[src/rtl/out_fifo_rd_ctrl.sv]
// out_fifo_rd_ctrl: drains an upstream one-cycle-latency FIFO into a 2-entry skid buffer with valid/ready output
module out_fifo_rd_ctrl #(
  parameter int    CNT_WIDTH            = 16,
  parameter string STALL_ON_ALMOSTEMPTY = "FALSE"
) (
  input  logic                 RDCLK,
  input  logic                 RESET,
  input  logic                 EN,
  input  logic                 CLR_STATUS,
  input  logic                 FIFO_EMPTY,
  input  logic                 FIFO_ALMOSTEMPTY,
  input  logic [39:0]          FIFO_Q,
  output logic                 FIFO_RDEN,
  output logic [39:0]          DOUT,
  output logic                 DVALID,
  input  logic                 DREADY,
  output logic [CNT_WIDTH-1:0] WORD_CNT,
  output logic                 BUSY
);
  localparam bit STALL = (STALL_ON_ALMOSTEMPTY == "TRUE");
  typedef enum logic [1:0] {IDLE, RUN, FLUSH} state_t;
  state_t               r_state, w_state_nxt;
  logic [39:0]          r_ent0, r_ent1;
  logic [1:0]           r_occ;
  logic                 r_infl;
  logic [CNT_WIDTH-1:0] r_word_cnt;
  logic                 w_pop, w_gate, w_room, w_slot0, w_slot1, w_drained;
  logic [1:0]           w_after_pop;
  assign DVALID   = r_occ != 2'd0;
  assign DOUT     = r_ent0;
  assign BUSY     = r_state != IDLE;
  assign WORD_CNT = r_word_cnt;
  // read issue: only request a word when it is guaranteed a free entry on arrival; next state
  always_comb begin
    w_pop       = DVALID & DREADY;
    w_gate      = STALL ? ~FIFO_ALMOSTEMPTY : 1'b1;
    w_after_pop = r_occ - {1'b0, w_pop};
    w_room      = (w_after_pop + {1'b0, r_infl}) <= 2'd1;
    FIFO_RDEN   = (r_state == RUN) & ~FIFO_EMPTY & w_gate & w_room;
    w_slot0     = r_infl & (w_after_pop == 2'd0);
    w_slot1     = r_infl & (w_after_pop == 2'd1);
    w_drained   = (r_occ == 2'd0) & ~r_infl;
    w_state_nxt = (r_state == IDLE) ? (EN ? RUN : IDLE) :
                  (r_state == RUN)  ? (EN ? RUN : FLUSH) :
                  (EN ? RUN : (w_drained ? IDLE : FLUSH));
  end
  // state register
  always_ff @(posedge RDCLK or posedge RESET) begin
    if (RESET) r_state <= IDLE;
    else       r_state <= w_state_nxt;
  end
  // skid buffer: entry 0 is the head; a capture lands in the first slot left free after this cycle's pop
  always_ff @(posedge RDCLK or posedge RESET) begin
    if (RESET) begin
      r_ent0 <= '0;
      r_ent1 <= '0;
      r_occ  <= '0;
      r_infl <= 1'b0;
    end else begin
      r_infl <= FIFO_RDEN;
      r_occ  <= w_after_pop + {1'b0, r_infl};
      r_ent0 <= w_slot0 ? FIFO_Q : (w_pop ? r_ent1 : r_ent0);
      r_ent1 <= w_slot1 ? FIFO_Q : r_ent1;
    end
  end
  // saturating count of accepted words; clear wins over a simultaneous pop
  always_ff @(posedge RDCLK or posedge RESET) begin
    if (RESET)                        r_word_cnt <= '0;
    else if (CLR_STATUS)              r_word_cnt <= '0;
    else if (w_pop & ~&r_word_cnt)    r_word_cnt <= r_word_cnt + 1'b1;
  end
endmodule

[config.mk]
export PLATFORM = sky130hd
export DESIGN_NAME = out_fifo_rd_ctrl
export DESIGN_NICKNAME = d
export VERILOG_FILES = /design/src/rtl/out_fifo_rd_ctrl.sv
export SDC_FILE = /design/constraint.sdc
export NUM_CORES = 1
export LEC_CHECK = 0
export BUFFER_PORTS_ARGS = -buffer_cell sky130_fd_sc_hd__buf_2
export CAP_MARGIN = 10
export CORE_ASPECT_RATIO = 1.25
export CORE_MARGIN = 10
export CORE_UTILIZATION = 48
export CTS_CLUSTER_DIAMETER = 120
export CTS_CLUSTER_SIZE = 24
export DETAILED_ROUTE_END_ITERATION = 12
export PLACE_DENSITY = 0.76
export SETUP_SLACK_MARGIN = 0.15
export SLEW_MARGIN = 40
export SYNTH_ARGS = -nofsm -noshare
export SYNTH_HDL_FRONTEND = slang
export SYNTH_SLANG_ARGS = --single-unit
[constraint.sdc]
create_clock -name RDCLK -period 2.7 [get_ports RDCLK]
set_input_delay 0.27 -clock RDCLK [delete_from_list [all_inputs] [get_ports RDCLK]]
set_output_delay 0.27 -clock RDCLK [all_outputs]
set_load 0.1 [all_outputs]
After elaboration in Yosys (flattened, before gate mapping)
Index checks and enable logic that the tools add are counted.
{"block": "totals", "wordCells": 40, "input_bits": 47, "register_bits": 101, "output_inout_bits": 59}
{"block": "op_classes", "mux": 10, "reduce_logical": 9, "eq_ne": 2, "n_bitwise": 9, "addsub": 3, "order_cmp": 1}
{"cell": "2-to-1 mux 40 bit", "count": 2}
{"cell": "2-to-1 mux 16 bit", "count": 2}
{"cell": "adder 16 x 1 -> 16 bit, second input constant", "count": 1}
{"cell": "AND reduction 16 bit", "count": 1}
{"cell": "2-to-1 mux 2 bit", "count": 5}
{"cell": "nonzero test 2 bit", "count": 4}
{"cell": "bitwise AND 1 bit", "count": 7}
{"cell": "zero test 2 bit", "count": 3}
{"cell": "equality test 2 x 1 -> 1 bit, second input constant", "count": 2}
{"cell": "adder 2 x 1 -> 2 bit", "count": 1}
{"cell": "<= comparator 2 x 1 -> 1 bit, second input constant", "count": 1}
{"cell": "inverter 1 bit", "count": 2}
{"cell": "subtractor 2 x 1 -> 2 bit", "count": 1}
{"cell": "zero test 1 bit", "count": 1}
{"cell": "2-to-1 mux 1 bit", "count": 1}

Longest topological paths before layout
{"block": "logic_depth", "depth_word": 6, "ltp_mapped": 10, "ltp_nobuf": 8}

Worst setup path before layout
OpenSTA, ideal clock, no wires.
{"block": "synth_path", "path_type": "flip-flop to flip-flop", "from": "register r_occ[1]", "to": "register r_infl", "slack_ns": -2.929, "arrival_ns": 5.183, "required_ns": 2.254, "path_stages_with_launch": 9, "path_cell_list": "dfrtp_1 or2_2 nand2_1 inv_2 buf_2 ha_1 nor2b_1 xnor2_1 nor4b_1"}
{"block": "synth_between", "elab_chain_len": 6}
{"element": "start, declared", "line": "24", "text": "logic [1:0] r_occ;"}
{"element": "start signal, assigned", "line": "61", "text": "r_occ <= w_after_pop + {1'b0, r_infl};"}
{"element": "nonzero test 2 bit", "line": "29", "text": "assign DVALID = r_occ != 2'd0;"}
{"element": "via DVALID", "line": "15", "text": "output logic DVALID,"}
{"element": "bitwise AND 1 bit", "line": "35", "text": "w_pop = DVALID & DREADY;"}
{"element": "subtractor 2 x 1 -> 2 bit", "line": "37", "text": "w_after_pop = r_occ - {1'b0, w_pop};"}
{"element": "adder 2 x 1 -> 2 bit", "line": "38", "text": "w_room = (w_after_pop + {1'b0, r_infl}) <= 2'd1;"}
{"element": "<= comparator 2 x 1 -> 1 bit", "line": "38"}
{"element": "bitwise AND 1 bit", "line": "39", "text": "FIFO_RDEN = (r_state == RUN) & ~FIFO_EMPTY & w_gate & w_room;"}
{"element": "via FIFO_RDEN", "line": "13", "text": "output logic FIFO_RDEN,"}
{"element": "end signal, assigned", "line": "58", "text": "r_infl <= 1'b0;"}
{"element": "end signal, assigned", "line": "60", "text": "r_infl <= FIFO_RDEN;"}
{"element": "end, declared", "line": "25", "text": "logic r_infl;"}
The timed path passes the listed nets, and every way through them passes these cells.
A chain may end at the register's enable or synchronous reset.

Worst setup path in the final report
{"block": "layout_path", "from": "register r_occ[1]", "to": "output port FIFO_RDEN"}
{"block": "layout_between", "elab_chain_len": 6}
{"element": "nonzero test 2 bit", "line": "29"}
{"element": "bitwise AND 1 bit", "line": "35"}
{"element": "subtractor 2 x 1 -> 2 bit *", "line": "37"}
{"element": "adder 2 x 1 -> 2 bit *", "line": "38"}
{"element": "<= comparator 2 x 1 -> 1 bit *", "line": "38"}
{"element": "bitwise AND 1 bit *", "line": "39"}
{"element": "end, declared", "line": "13"}
Every way passes the cells marked *; elsewhere a longest branch is shown, timed or not.

==> impl_metrics.tcl <==
set metrics [dict create \
    nets 523 \
    synth_area_leaders "dfrtp_1 58%, mux2_2 10%, mux2i_1 9.1%, o21ai_0 4.8%, nand2_1 4.2%" \
    ant_nets 0 \
    crit_required_ns 2.43 \
    start_util_pct 49.83 \
    clk_pin_slew_worst_paths_ns 0.09 \
    grt_pass1_vias 3152 \
    ctsHoldBuffers 0 \
    synth_area_per_cell_um2 11.85 \
    die_w_um 105.5 \
    place.gp.congestion 0.8444 \
    syn_area_mm2 0.004383 \
    fmax_mhz 401.2 \
    arrival_ns 2.22 \
    slew_viol_final 0 \
    rows 38 \
    async_flop_share_pct 100.0 \
    yosys_warnings 0 \
    cts_tree "built" \
    drive_gt1_share_pct 38.83 \
    numCtsBuffers 9 \
    drt_iter0_markers 129 \
    route.detailed.drc 0 \
    start_kind "flop" \
    antenna_found_initial 0 \
    fp.coreArea_mm2 0.008796 \
    status "completed" \
    yosys.area.top_type "dfrtp_1" \
    ys_seq_elements 101 \
    place_inst 581 \
    post-place-ws_ns 0.4629 \
    die_area_mm2 0.01338 \
    cts_root_buf "clkbuf_8" \
    layout_setup_ws_ns 0.2072 \
    htreeDepth 3 \
    max-cap-violations 0 \
    crit_type "flop to output port" \
    setup_violations 0 \
    yosysSeqAreaShare_pct 57.66 \
    clockBufferDepth 2 \
    min_path_type "input pin to asynchronous set/reset pin" \
    diodes 0 \
    io_buffers 104 \
    synth_top_area_share_pct 57.66 \
    fin_worst_skew_ns 0.005851 \
    syn-num-nets 419 \
    stdcell_count 599 \
    die_h_um 126.8 \
    slew_headroom_pct 46.14 \
    grt_overflow_total 0 \
    yosysUniqueCellTypes 33 \
    synth_edf_count 0 \
    grt_max_degree 102 \
    timing.critical_path.to_type "output port" \
    hold_violations 0 \
    finalCritPeriodShare_pct 92.33 \
    drtPass1Iterations 5 \
    place_hpwl_mm 6.820 \
    drt-wirelength-per-cell_um 16.20 \
    routed_wl_mm 9.706 \
    clock_sinks 101 \
    crit_path_max_fanout 3 \
    io-pin-count 106 \
    syn2layout_area_growth_pct 22.12 \
    synth_flop_cell "dfrtp_1" \
    synth_cells 370 \
    tightest_slew_ns 0.8078 \
    vias_per_cell 5.062 \
    vias 3032 \
    clk_latency_ns 0.36 \
    grt_setup_unrepaired "yes" \
    min_period_ns 2.493 \
    grt_pass1_wl_mm 15.91 \
    grt_usage_pct 14.67 \
]
area by class of cell:
class | instances | area [um^2]
clock buffers | 10 | 127.6
well taps | 120 | 150.1
inverters | 4 | 21.27
clock inverters | 6 | 87.58
repair buffers | 113 | 615.6
multi-input cells | 245 | 1822
flip-flops and latches | 101 | 2529
fillers | 763 | 3443
flip-flops by register name (all words and copies together), names as in the netlist:
register / cells
r_ent1: 40
DOUT: 40
r_occ: 2
r_infl: 1
WORD_CNT: 16
r_state: 2
placed cells by master, fill, tap and decap left out, drive strengths merged, types with 3 or more instances in the layout:
master / instances
dfrtp: 101
clkinv: 4
inv: 3
nand4: 4
clkbuf: 10
nand3: 5
mux2i: 40
mux2: 40
o21ai: 42
buf: 113
nand2: 49
nor3: 9
nor2: 17
a21oi: 4
xnor2: 15
synth_stat cells (all sizes together) (4+ instances only):
cell,instances
nand4,4
nor3,9
xnor2,15
nor2,17
inv,4
nand3,5
clkbuf,9
a21oi,4
nand2,49
mux2,40
o21ai,42
buf,11
mux2i,40
dfrtp,101
per-stage QoR:
| step | cell area (um^2) | hold slack, ns | TNS, ns | utilization [%] |
|---|---|---|---|---|
| finish | 5353 | 0.04315 | 0 | 60.85 |
| global route | 5353 | 0.02851 | 0 | 60.85 |
| CTS | 5326 | 0.02519 | 0 | 60.55 |
| detailed placement | 5090 | 0.4147 | 0 | 57.87 |
| floorplan | 4436 | 0.3014 | -0.4572 | - |
| global placement | 5090 | 0.4058 | 0 | 57.87 |
worst max-delay path, stage by stage, from the launching register on:
cell	delay, ns
dfrtp_2	0.41
or2_4	0.25
nand2_4	0.08
inv_4	0.04
ha_4	0.28
nor2b_4	0.05
xnor2_2	0.15
nor4b_4	0.37
buf_12	0.22
final timing paths:
| check | depth (start not counted) | slack [ns] | end | start |
|---|---|---|---|---|
| max | 8 | 0.21 | FIFO_RDEN | r_occ[1] |
| min | 3 | 0.04 | WORD_CNT[12] | RESET |
| max reg2reg | 8 | 0.59 | WORD_CNT[12] | r_occ[1] |
| min reg2reg | 1 | 0.51 | r_ent1[21] | r_ent1[21] |
| max in group asynchronous | 3 | 2.23 | DOUT[27] | RESET |
| min in group RDCLK | 1 | 0.05 | r_state[0] | EN |
layer usage:
metal | GRT usage, % | vias up | wire, um
li1 | - | 1485 | -
met1 | 16.84 | 1467 | 4008
met2 | 24.46 | 67 | 4938
met3 | 4.762 | 13 | 598
met4 | 6.472 | 0 | 160
met5 | 0 | - | 0
cells by family (layout without fill, tap and decap cells):
group                      Yosys count  after routing  share of synthesized area, %
adders and majority gates            2              2                        0.5708
muxes                               80             80                         19.41
buffers and inverters               24            133                         2.626
xor gates and xnor gates            15             15                         2.998
DFF                                101            101                         57.66
AOI/OAI and AO/OA                   49             49                         5.738
and+or+nand+nor                     99             99                         10.99
repair_timing:
action	CTS	global route
buffers inserted	0	2
gates resized for setup	4	1
endpoints found under the setup margin	1	1
pin swaps	1	2
Power is not shown: default switching activity piles up to over one toggle a cycle in this logic, so the estimate is an artifact.
